**config.mk**
```make
export PLATFORM = sky130hd
export DESIGN_NAME = uart_rx_mmio
export DESIGN_NICKNAME = d
export VERILOG_FILES = /design/src/rtl/uart_rx_mmio.sv
export SDC_FILE = /design/constraint.sdc
export NUM_CORES = 1
export LEC_CHECK = 0
export BUFFER_PORTS_ARGS = -buffer_cell sky130_fd_sc_hd__buf_2
export CORE_UTILIZATION = 29
export DETAILED_ROUTE_END_ITERATION = 16
export SLEW_MARGIN = 5
export SYNTH_ARGS = -nofsm -noshare
export SYNTH_HDL_FRONTEND = slang
export SYNTH_SLANG_ARGS = --single-unit
```
**constraint.sdc**
```tcl
create_clock -name clk -period 3.3 [get_ports clk]
set_input_delay 0.33 -clock clk [delete_from_list [all_inputs] [get_ports clk]]
set_output_delay 0.33 -clock clk [all_outputs]
set_load 0.05 [all_outputs]
```
**src/rtl/uart_rx_mmio.sv**
```systemverilog
// Receive-side UART buffer with a memory-mapped DATA/STATUS register pair.
// Bytes from the receiver queue in a circular FIFO that the CPU drains through DATA reads.
module uart_rx_mmio #(
  parameter int DEPTH = 8
) (
  input  logic        clk,
  input  logic        rst,
  input  logic [7:0]  rx_data,
  input  logic        rx_ready,
  input  logic        sel,
  input  logic        we,
  input  logic        addr,
  input  logic [15:0] wdata,
  output logic [15:0] rdata,
  output logic        irq
);

  localparam int PW = (DEPTH > 1) ? $clog2(DEPTH) : 1;
  localparam int CW = PW + 1;

  // Handshakes: rx_ready is a level, and a byte is taken once on its rising edge.
  // sel is a one-cycle strobe with no back-pressure; reads answer on rdata the next cycle.
  logic [7:0]    mem [DEPTH];
  logic [PW-1:0] rd_ptr, wr_ptr;
  logic [CW-1:0] count;
  logic          overrun;
  logic          rx_q;

  logic          push_req, push_ok, pop, full, not_empty;
  logic          rd_data_acc, rd_stat_acc, ovr_clear, ovr_set;
  logic [4:0]    count5;
  logic [15:0]   status_word;

  always_comb begin
    not_empty   = (count != '0);
    full        = (count == CW'(DEPTH));
    push_req    = rx_ready & ~rx_q;
    rd_data_acc = sel & ~we & ~addr;
    rd_stat_acc = sel & ~we & addr;
    pop         = rd_data_acc & not_empty;
    // A full FIFO can still take a byte when a pop frees the head slot on the same edge.
    push_ok     = push_req & (~full | pop);
    ovr_set     = push_req & full & ~pop;
    ovr_clear   = sel & we & addr & wdata[2];
    count5      = 5'(count);
    status_word = {7'b0, count5, 1'b0, overrun, full, not_empty};
  end

  assign irq = not_empty;

  // Storage carries no reset; the pointers alone define what is valid.
  always_ff @(posedge clk) begin
    if (push_ok) mem[wr_ptr] <= rx_data;
  end

  always_ff @(posedge clk or negedge rst) begin
    if (!rst) begin
      rd_ptr  <= '0;
      wr_ptr  <= '0;
      count   <= '0;
      overrun <= 1'b0;
      rx_q    <= 1'b0;
      rdata   <= 16'h0000;
    end else begin
      rx_q <= rx_ready;
      if (push_ok) wr_ptr <= wr_ptr + PW'(1);
      if (pop)     rd_ptr <= rd_ptr + PW'(1);
      if (push_ok && !pop)      count <= count + CW'(1);
      else if (pop && !push_ok) count <= count - CW'(1);
      // Setting beats clearing so an overrun in the clear cycle is not lost.
      if (ovr_set)        overrun <= 1'b1;
      else if (ovr_clear) overrun <= 1'b0;
      if (rd_data_acc)      rdata <= pop ? {8'h00, mem[rd_ptr]} : 16'h0000;
      else if (rd_stat_acc) rdata <= status_word;
    end
  end

endmodule

```
==> flow_metrics.env, run 1 <==
export IMPL_status="complete, no violations"
export IMPL_crit_path_end_kind="register"
export IMPL_yosys_area_top_type="edfxtp_1"
export IMPL_synth_area_leaders="edfxtp_1, dfrtp_1, mux4_1"
export IMPL_hold_violations=0
export IMPL_layout_drive_gt1_share_pct=28.0
export IMPL_slew_headroom_pct=52.2
export IMPL_crit_type="register to register"
export IMPL_grt_overflow=0
export IMPL_clkTransAtPathRegs_ns=0.06
export IMPL_vdd_drop_max_mv=0.276
export IMPL_num_vias=1856
export IMPL_rsz0062_at_grt="false"
export IMPL_antenna_found_initial=0
export IMPL_synthMuxAreaShare_pct=14.2
export IMPL_p_total_mw=3.42
export IMPL_postCtsSetupRepairBufs=0
export IMPL_port_buffers=23
export IMPL_syn_avg_cell_area_um2=16.9
export IMPL_htreeDepth=3
export IMPL_die_height_um=113
export IMPL_ys_seq_area_share_pct=67.8
export IMPL_cts_buffers_inserted=9
export IMPL_synth_seq_cells=84
export IMPL_maxCapViolCount=0
export IMPL_finalInstanceArea_um2=4150
export IMPL_cp_start_kind="register"
export IMPL_synth_xor_area_share_pct=1.47
export IMPL_power_density_nw_per_um2=823
export IMPL_yosysWarnings=0
export IMPL_syn2layout_area_growth_pct=16.2
export IMPL_reg2reg_slack_ns=0.58
export IMPL_fin_nets=286
export IMPL_synth_top_family_by_area="multiplexers"
export IMPL_hpwl_mm=4.25
export IMPL_final_cell_mix="edfxtp_1, buf_2, dfrtp_1, nor2_1, buf_4"
export IMPL_clk_latency_ns=0.34
export IMPL_ys_types=40
export IMPL_ys_flop_type="edfxtp_1"
export IMPL_synth_compound_area_share_pct=4.13
export IMPL_first_iter_violations=143
export IMPL_netlist_area_um2=3570
export IMPL_start_util_pct=29.8
export IMPL_fmax_ghz=0.368
export IMPL_ioPinCount=47
export IMPL_drc_errors=0
export IMPL_drv_slew=0
export IMPL_core_area_um2=12000
export IMPL_arrival_ns=2.92
export IMPL_place_gp_congestion=0.751
export IMPL_synthAdderAreaFrac_pct=2.31
export IMPL_p_leak_nw=1.51
export IMPL_synthArstFlopShare_pct=23.8
export IMPL_worst_slew_pin_slew_ns=0.717
export IMPL_holdCritPathClass="primary input to register"
export IMPL_clock_sinks=84
export IMPL_yosysTopAreaCellShare_pct=53.8
export IMPL_wl_per_cell_um=15.9
export IMPL_synth_edf_count=64
export IMPL_grt_pass1_vias=1879
export IMPL_wl_mm=6.36
export IMPL_grt_pass1_wl_mm=10.1
export IMPL_crit_fanout=6
export IMPL_grt_max_degree=21
export IMPL_postPlaceCellArea_um2=3870
export IMPL_final_common_cell="edfxtp_1"
export IMPL_period_needed_ns=2.72
export IMPL_antenna_cells=0
export IMPL_vias_per_cell=4.63
export IMPL_fin_tns_setup_ns=0
export IMPL_post_route_period_util_pct=82.3
export IMPL_ant_nets=0
export IMPL_die_area_um2=12800
export IMPL_rows=40
export IMPL_firstDrtPassIters=4
export IMPL_worstPathRequired_ns=3.50
export IMPL_cts_max_path_buffers=2
export IMPL_syn_inst=212
export IMPL_cts_root_buf="clkbuf_16"
export IMPL_finClkSkew_ns=0.00778
export IMPL_nFillCells=1160
export IMPL_synthSimpleGateAreaFrac_pct=5.99
export IMPL_cts_tree="built"
export IMPL_setup_viol=0
export IMPL_die_w_um=113
export IMPL_grt_total_usage_pct=11.1
## worst paths after layout
check / from / to / cells past startpoint
setup / recovery: count[0] / count[3] / 9
hold / removal: rx_ready / rx_q / 1
setup reg to reg: count[0] / count[3] / 9
hold reg to reg: rdata[3] / rdata[3] / 2
max in group asynchronous: rst / rdata[1] / 2
min in group asynchronous: rst / count[0] / 2
## final cells by class
cell class	count	area (um^2)	share of cell area (%)
well taps	147	184	4.43
repair buffers	37	223	5.36
flip-flops and latches	84	2420	58.3
inverters	4	15.0	0.361
multi-input cells	114	1040	24.9
clock inverters	6	48.8	1.17
clock buffers	9	225	5.42
## logic make-up after synthesis
logic type,count (synthesis)
flops,84
simple gates,46
mux,28
buf+inv,21
compound gates,20
fa+ha+maj,6
xor+xnor,6
other cells,1
## cells in the mapped netlist, types with 3 or more instances
master / instances
a221oi_1: 3
dfrtp_1: 20
o21ai_0: 6
mux4_1: 8
buf_4: 8
mux2i_1: 4
mux2_2: 9
edfxtp_1: 64
xnor2_1: 4
ha_1: 5
inv_1: 4
nand2_1: 10
nor2_1: 18
nand2b_1: 5
mux4_2: 7
clkbuf_1: 4
nor3_1: 6
## layer usage
metal	up-vias	wire (um)	track usage, %
li1	880	-	-
met1	923	3030	13.9
met2	45	2960	17.5
met3	8	282	4.34
met4	0	83	4.12
met5	-	0	0
## through the flow
step	instances	worst slack, ns	util (%)	hold WS, ns
2_1_floorplan	219	0.674	-	0.0344
3_3_place_gp	385	0.426	32.2	0.307
3_5_place_dp	385	0.368	32.2	0.314
4_1_cts	401	0.558	34.6	0.102
5_1_grt	401	0.308	34.6	0.103
6_report	401	0.583	34.6	0.118
## critical path, stage by stage (launching register included)
cell	delay (ns)
dfrtp_1	0.47
nor4_1	0.33
buf_4	0.18
or2_2	0.18
ha_1	0.23
inv_1	0.12
ha_1	0.28
a21o_1	0.20
a2111oi_0	0.44
o31ai_1	0.14
## timing repair
action	in CTS	in global routing
hold endpoints to repair	20	0
gates resized for setup	0	0
hold buffers	1	0
## flip-flops by register name, indices dropped and copies added, names as in the netlist
name and flops:
wr_ptr 3, rx_q 1, count 4, rd_ptr 3, mem 64, rdata 8, overrun 1
## report_power, final
group          total [mW]  internal (mW)  switching (mW)
clock               0.923          0.513           0.410
sequential           1.53           1.31           0.224
combinational       0.962          0.450           0.512
total                3.42           2.27            1.15
(Power assumes the default switching activity.)
==> run 2: changes to the inputs <==
Settings changed: ABC_AREA set to 1.
Clock period 3.3 ns to 2.4 ns, I/O delays scaled along.
==> run 2 against run 1 <==
Global-route usage rose by 1.3 points; total power increased by 47%; register-to-register slack worse by 0.29 ns; clock-buffer cell count increased by 1; combinational power grew 74%; synthesized cell count is 74% higher; core utilization grew 0.70 points; via count up 37%; first-iteration DRC count grew 31%; clock power is 58% higher; non-clock buffer count grew 4; cell area grew 8.9%; largest power group unchanged.
==> flow_metrics.env, run 2 <==
export IMPL_status="complete, no violations"
export IMPL_worstPathRequired_ns=2.63
export IMPL_netlist_top_cells_count="nand2_1, edfxtp_1, inv_1"
export IMPL_fin_tns_setup_ns=0
export IMPL_largest_reg_flops=64
export IMPL_hpwl_mm=4.92
export IMPL_ys_types=31
export IMPL_cts_root_buf="clkbuf_16"
export IMPL_p_total_mw=5.04
export IMPL_synthArstFlopShare_pct=23.8
export IMPL_cp_start_kind="register"
export IMPL_cts_max_path_buffers=2
export IMPL_rsz0062_at_grt="false"
export IMPL_wl_mm=7.86
export IMPL_firstDrtPassIters=5
export IMPL_syn2layout_area_growth_pct=16.9
export IMPL_holdWs_ns=0.0397
export IMPL_port_buffers=23
export IMPL_die_height_um=118
export IMPL_timing_final_ws_setup_ns=0.295
export IMPL_seqCellArea_um2=2420
export IMPL_yosysTopAreaCellShare_pct=49.7
export IMPL_antenna_found_initial=0
export IMPL_finClkSkew_ns=0.00720
export IMPL_ys_seq_area_share_pct=62.6
export IMPL_p_switching_mw=1.83
export IMPL_final_common_cell="nand2_1"
export IMPL_multi_input_area_um2=1100
export IMPL_drc_errors=0
export IMPL_grt_pass1_vias=2527
export IMPL_yosysWarnings=0
export IMPL_yosysMostFrequentCell="nand2_1"
export IMPL_grt_overflow=0
export IMPL_intPower_mw=3.21
export IMPL_postCtsSetupRepairBufs=0
export IMPL_syn_avg_cell_area_um2=10.5
export IMPL_cpMaxStageDelayCell="dfrtp_1"
export IMPL_setup_viol=0
export IMPL_die_area_um2=13800
export IMPL_grt_pass1_wl_mm=13.0
export IMPL_final_cell_mix="nand2_1, edfxtp_1, inv_1, nand3_1, buf_2"
export IMPL_first_iter_violations=188
export IMPL_wl_per_cell_um=13.5
export IMPL_layout_drive_gt1_share_pct=19.5
export IMPL_num_vias=2541
export IMPL_fmax_ghz=0.475
export IMPL_worst_path_most_repeated_cell="nand2_1"
export IMPL_synth_edf_count=64
export IMPL_power_density_nw_per_um2=1110
export IMPL_arrival_ns=2.33
export IMPL_antenna_cells=0
export IMPL_crit_path_end_kind="register"
export IMPL_clk_latency_ns=0.34
export IMPL_maxCapViolCount=0
export IMPL_path_cells="nor3_4 > nand2_2 > nand2_4 > inv_4 > ha_1 > inv_1 > ha_1 > nand2_1 > inv_1 > o21ai_1 > nand2_1 > nand2_1 > nand2_1 > nand2_1 > nand2_1"
export IMPL_max_stage_delay_ns=0.46
export IMPL_ys_flop_type="edfxtp_1"
export IMPL_top_register="mem"
export IMPL_htreeDepth=3
export IMPL_dp_slack_ns=0.223
export IMPL_p_seq_share_pct=38.0
export IMPL_vias_per_cell=4.36
export IMPL_slew_headroom_pct=62.5
export IMPL_netSwitchingFraction_pct=36.3
export IMPL_period_needed_ns=2.10
export IMPL_post_route_period_util_pct=87.7
export IMPL_cts_tree="built"
export IMPL_clkTransAtPathRegs_ns=0.06
export IMPL_core_area_um2=12800
export IMPL_clock_sinks=84
export IMPL_vdd_drop_max_mv=0.427
export IMPL_crit_fanout=5
export IMPL_place_gp_congestion=0.749
export IMPL_yosys_area_top_type="edfxtp_1"
export IMPL_p_leak_nw=1.93
export IMPL_die_w_um=118
export IMPL_p_clk_share_pct=28.9
export IMPL_ioPinCount=47
export IMPL_grt_max_degree=35
export IMPL_ant_nets=0
export IMPL_netlist_area_um2=3870
export IMPL_p_comb_share_pct=33.1
export IMPL_synth_seq_cells=84
export IMPL_crit_type="register to register"
export IMPL_grt_total_usage_pct=12.5
export IMPL_rows=41
export IMPL_synth_area_leaders="edfxtp_1, dfrtp_1, nand2_1"
export IMPL_fin_nets=443
export IMPL_cts_buffers_inserted=9
export IMPL_holdCritPathClass="primary input to register"
export IMPL_reg_top3="mem x64, rdata x8, count x4"
export IMPL_syn_inst=369
export IMPL_hold_violations=0
export IMPL_worst_slew_pin_slew_ns=0.561
export IMPL_start_util_pct=30.2
export IMPL_drv_slew=0
export IMPL_nFillCells=1304
## run 2: cell count changes in the layout (fill, tap and decap cells not counted), sizes merged, moves of 3 or more
cell / delta
o21ai: +4
a221oi: -4
buf: +4
nand2: +86
nor3: +3
mux2: -9
mux2i: -4
mux4: -15
inv: +51
nand3: +46
a21oi: +10
nand2b: -5
## run 2: through the flow
| stage | utilization [%] | std cells | cell area (um^2) |
|---|---|---|---|
| global placement | 32.8 | 567 | 4200 |
| detailed placement | 32.8 | 567 | 4200 |
| global route | 35.3 | 583 | 4530 |
| finish | 35.3 | 583 | 4530 |
| floorplan | - | 376 | 3900 |
| CTS | 35.3 | 583 | 4530 |
## run 2: cells by family after synthesis
family	Yosys count	synth area share (%)
buf+inv	78	9.54
flops	84	62.6
compound gates	25	4.01
simple gates	169	20.3
xor+xnor	6	1.36
other cells	1	0.0969
fa+ha+maj	6	2.13
## run 2: repair_timing
| action | in CTS | in global routing |
|---|---|---|
| hold buffers | 1 | 0 |
| resized for setup | 0 | 1 |
| hold endpoints to repair | 20 | 0 |
| endpoints found under the setup margin | 0 | 1 |
## run 2: path summary, 6_finish.rpt
| kind | slack [ns] | depth (start not counted) | from | to |
|---|---|---|---|---|
| worst max-delay path | 0.30 | 15 | count[2] | count[3] |
| worst min-delay path | 0.04 | 1 | rx_ready | rx_q |
| worst max register to register | 0.30 | 15 | count[2] | count[3] |
| worst min register to register | 0.45 | 1 | rx_q | overrun |
| max in group asynchronous | 1.69 | 2 | rst | wr_ptr[1] |
| min in group asynchronous | 0.38 | 2 | rst | rdata[7] |
## run 2: area by class of cell
type | count | area share, %
repair buffers | 41 | 5.58
multi-input cells | 214 | 24.4
clock buffers | 10 | 5.06
flip-flops and latches | 84 | 53.5
inverters | 57 | 4.78
well taps | 172 | 4.76
clock inverters | 5 | 1.88
## run 2: worst max-delay path, delay by kind of cell, from the launching register on
| family | cells | cell delay [ns] |
|---|---|---|
| simple gates | 9 | 0.74 |
| flops | 1 | 0.46 |
| fa+ha+maj | 2 | 0.45 |
| buf+inv | 3 | 0.21 |
| compound gates | 1 | 0.14 |
## run 2: routing by layer
metal  wire [um]  share of wire, %  global-route usage (%)
met4         203               2.6                    5.69
met5           0                 0                       0
met1        3670                47                    16.0
met3         434               5.5                    3.73
met2        3550                45                    19.4
## run 2: power groups by stage
stage / logic (mW) / registers, mW / clock network (mW)
2_1_floorplan: 1.17 / 2.04 / 0
3_3_place_gp: 1.63 / 1.93 / 0
3_5_place_dp: 1.66 / 1.94 / 0
4_1_cts: 1.67 / 1.91 / 1.49
5_1_grt: 1.87 / 1.94 / 1.54
6_report: 1.67 / 1.91 / 1.46
==> run 3: changes to the inputs <==
Settings changed: RECOVER_POWER set to 50.
==> run 3 against run 2 <==
Combinational power about the same; critical path depth unchanged; non-clock buffer count unchanged; first-iteration DRC count up 8.0%; global-route usage unchanged; die area unchanged; maximum frequency about the same; sequential share of layout area up 0.18 points; core utilization down 0.12 points; critical path type unchanged; largest cell class unchanged.
==> flow_metrics.env, run 3 (synthesized netlist as in run 2, its figures left out) <==
export IMPL_die_height_um=118
export IMPL_crit_fanout=5
export IMPL_clk_latency_ns=0.34
export IMPL_period_needed_ns=2.11
export IMPL_grt_max_degree=35
export IMPL_fmax_ghz=0.475
export IMPL_first_iter_violations=203
export IMPL_crit_reg2reg_capture="count[3]"
export IMPL_rsz0062_at_grt="false"
export IMPL_antenna_cells=0
export IMPL_cts_max_path_buffers=2
export IMPL_htreeDepth=3
export IMPL_final_cell_mix="nand2_1, edfxtp_1, inv_1, nand3_1, dfrtp_1"
export IMPL_status="complete, no violations"
export IMPL_grt_pass1_wl_mm=13.0
export IMPL_holdCritPathClass="primary input to register"
export IMPL_largest_reg_flops=64
export IMPL_top_register="mem"
export IMPL_drv_slew=0
export IMPL_reg2reg_depth=15
export IMPL_num_vias=2548
export IMPL_power_density_nw_per_um2=1120
export IMPL_worst_hold_startpoint="rx_ready"
export IMPL_hpwl_mm=4.92
export IMPL_fin_nets=443
export IMPL_rows=41
export IMPL_hold_end="rx_q"
export IMPL_port_buffers=23
export IMPL_drc_errors=0
export IMPL_vias_per_cell=4.37
export IMPL_cts_root_buf="clkbuf_16"
export IMPL_die_w_um=118
export IMPL_crit_path_end_kind="register"
export IMPL_crit_type="register to register"
export IMPL_final_common_cell="nand2_1"
export IMPL_numPlacedInstances=567
export IMPL_die_area_um2=13800
export IMPL_firstDrtPassIters=5
export IMPL_worst_slew_pin_slew_ns=1.08
export IMPL_finalInstanceArea_um2=4510
export IMPL_dr_wl_met3_um=450
export IMPL_clkTransAtPathRegs_ns=0.06
export IMPL_finClkSkew_ns=0.00716
export IMPL_met2_length_mm=3.57
export IMPL_maxCapViolCount=0
export IMPL_hold_violations=0
export IMPL_syn2layout_area_growth_pct=16.6
export IMPL_fin_cells=583
export IMPL_clock_sinks=84
export IMPL_post_route_period_util_pct=87.7
export IMPL_p_leak_nw=1.89
export IMPL_antenna_found_initial=0
export IMPL_cts_tree="built"
export IMPL_dr_max_layer_used="met4"
export IMPL_grt_pass1_vias=2527
export IMPL_worstPathRequired_ns=2.63
export IMPL_grt_total_usage_pct=12.5
export IMPL_fin_tns_setup_ns=0
export IMPL_start_util_pct=30.2
export IMPL_ant_nets=0
export IMPL_wl_mm=7.88
export IMPL_min_delay_path_depth=1
export IMPL_wirelength_met1_mm=3.65
export IMPL_arrival_ns=2.33
export IMPL_reg_top3="mem x64, rdata x8, count x4"
export IMPL_cp_start_kind="register"
export IMPL_core_area_um2=12800
export IMPL_postPlaceCellArea_um2=4200
export IMPL_postCtsSetupRepairBufs=0
export IMPL_timing_final_ws_setup_ns=0.294
export IMPL_cts_buffers_inserted=9
export IMPL_place_gp_congestion=0.749
export IMPL_slew_headroom_pct=27.9
export IMPL_grt_overflow=0
export IMPL_reg2reg_slack_ns=0.29
export IMPL_ioPinCount=47
export IMPL_wl_per_cell_um=13.5
export IMPL_vdd_drop_max_mv=0.427
export IMPL_layout_drive_gt1_share_pct=16.5
export IMPL_setup_viol=0
export IMPL_startpoint="count[2]"
export IMPL_dp_slack_ns=0.223
export IMPL_timing_rr_start="count[2]"
-- run 3: changes by cell type in the layout (fill, tap and decap cells not counted), sizes merged --
cell	previous run	this run
clkbuf	10	22
buf	40	28
-- run 3: metrics by stage --
| step | total power [mW] | util (%) | hold slack (ns) |
|---|---|---|---|
| 5_1_grt | 5.35 | 35.2 | 0.0537 |
| 4_1_cts | 5.08 | 35.3 | 0.0327 |
| 6_report | 5.04 | 35.2 | 0.0519 |
| 3_5_place_dp | 3.60 | 32.8 | 0.218 |
| 2_1_floorplan | 3.21 | - | -0.0556 |
| 3_3_place_gp | 3.56 | 32.8 | 0.209 |
-- run 3: how the worst max path moves through the flow --
stage                           to  slack, ns  depth (start not counted)
after floorplan           count[3]       0.31                         17
after global placement    count[3]       0.26                         19
after detailed placement  count[3]       0.22                         19
after CTS                 count[3]       0.21                         17
after global routing      count[3]       0.04                         17
final                     count[3]       0.29                         15
-- run 3: repair_timing --
item,4_1_cts,5_1_grt
hold buffers,1,0
endpoints found under the hold margin,20,0
resized for setup,0,1
endpoints found under the setup margin,0,1
-- run 3: report_power, final --
part           leakage, nW  internal (mW)  switching [mW]  total, mW
sequential           0.818           1.78           0.139       1.91
combinational        0.926          0.517            1.15       1.66
clock                0.149          0.911           0.548       1.46
total                 1.89           3.20            1.83       5.04
-- run 3: area by class of cell --
type,instances,area (um^2)
clock buffers,10,229
clock inverters,5,85.1
fillers,1310,8310
inverters,57,216
multi-input cells,214,1100
flip-flops and latches,84,2420
well taps,172,215
repair buffers,41,238
-- run 3: critical path, stage by stage, from the launching register on --
cell and delay [ns]:
dfrtp_1 0.46, nor3_4 0.22, nand2_2 0.10, nand2_4 0.08, inv_4 0.05, ha_1 0.21, inv_1 0.12, ha_1 0.24
nand2_1 0.07, inv_1 0.04, o21ai_1 0.14, nand2_1 0.07, nand2_1 0.06, nand2_1 0.04, nand2_1 0.05, nand2_1 0.05
-- run 3: metal layers --
metal	up-vias	GRT usage, %
met5	-	0
met4	0	5.69
met3	19	3.73
met2	71	19.4
met1	1200	16.0
li1	1258	-
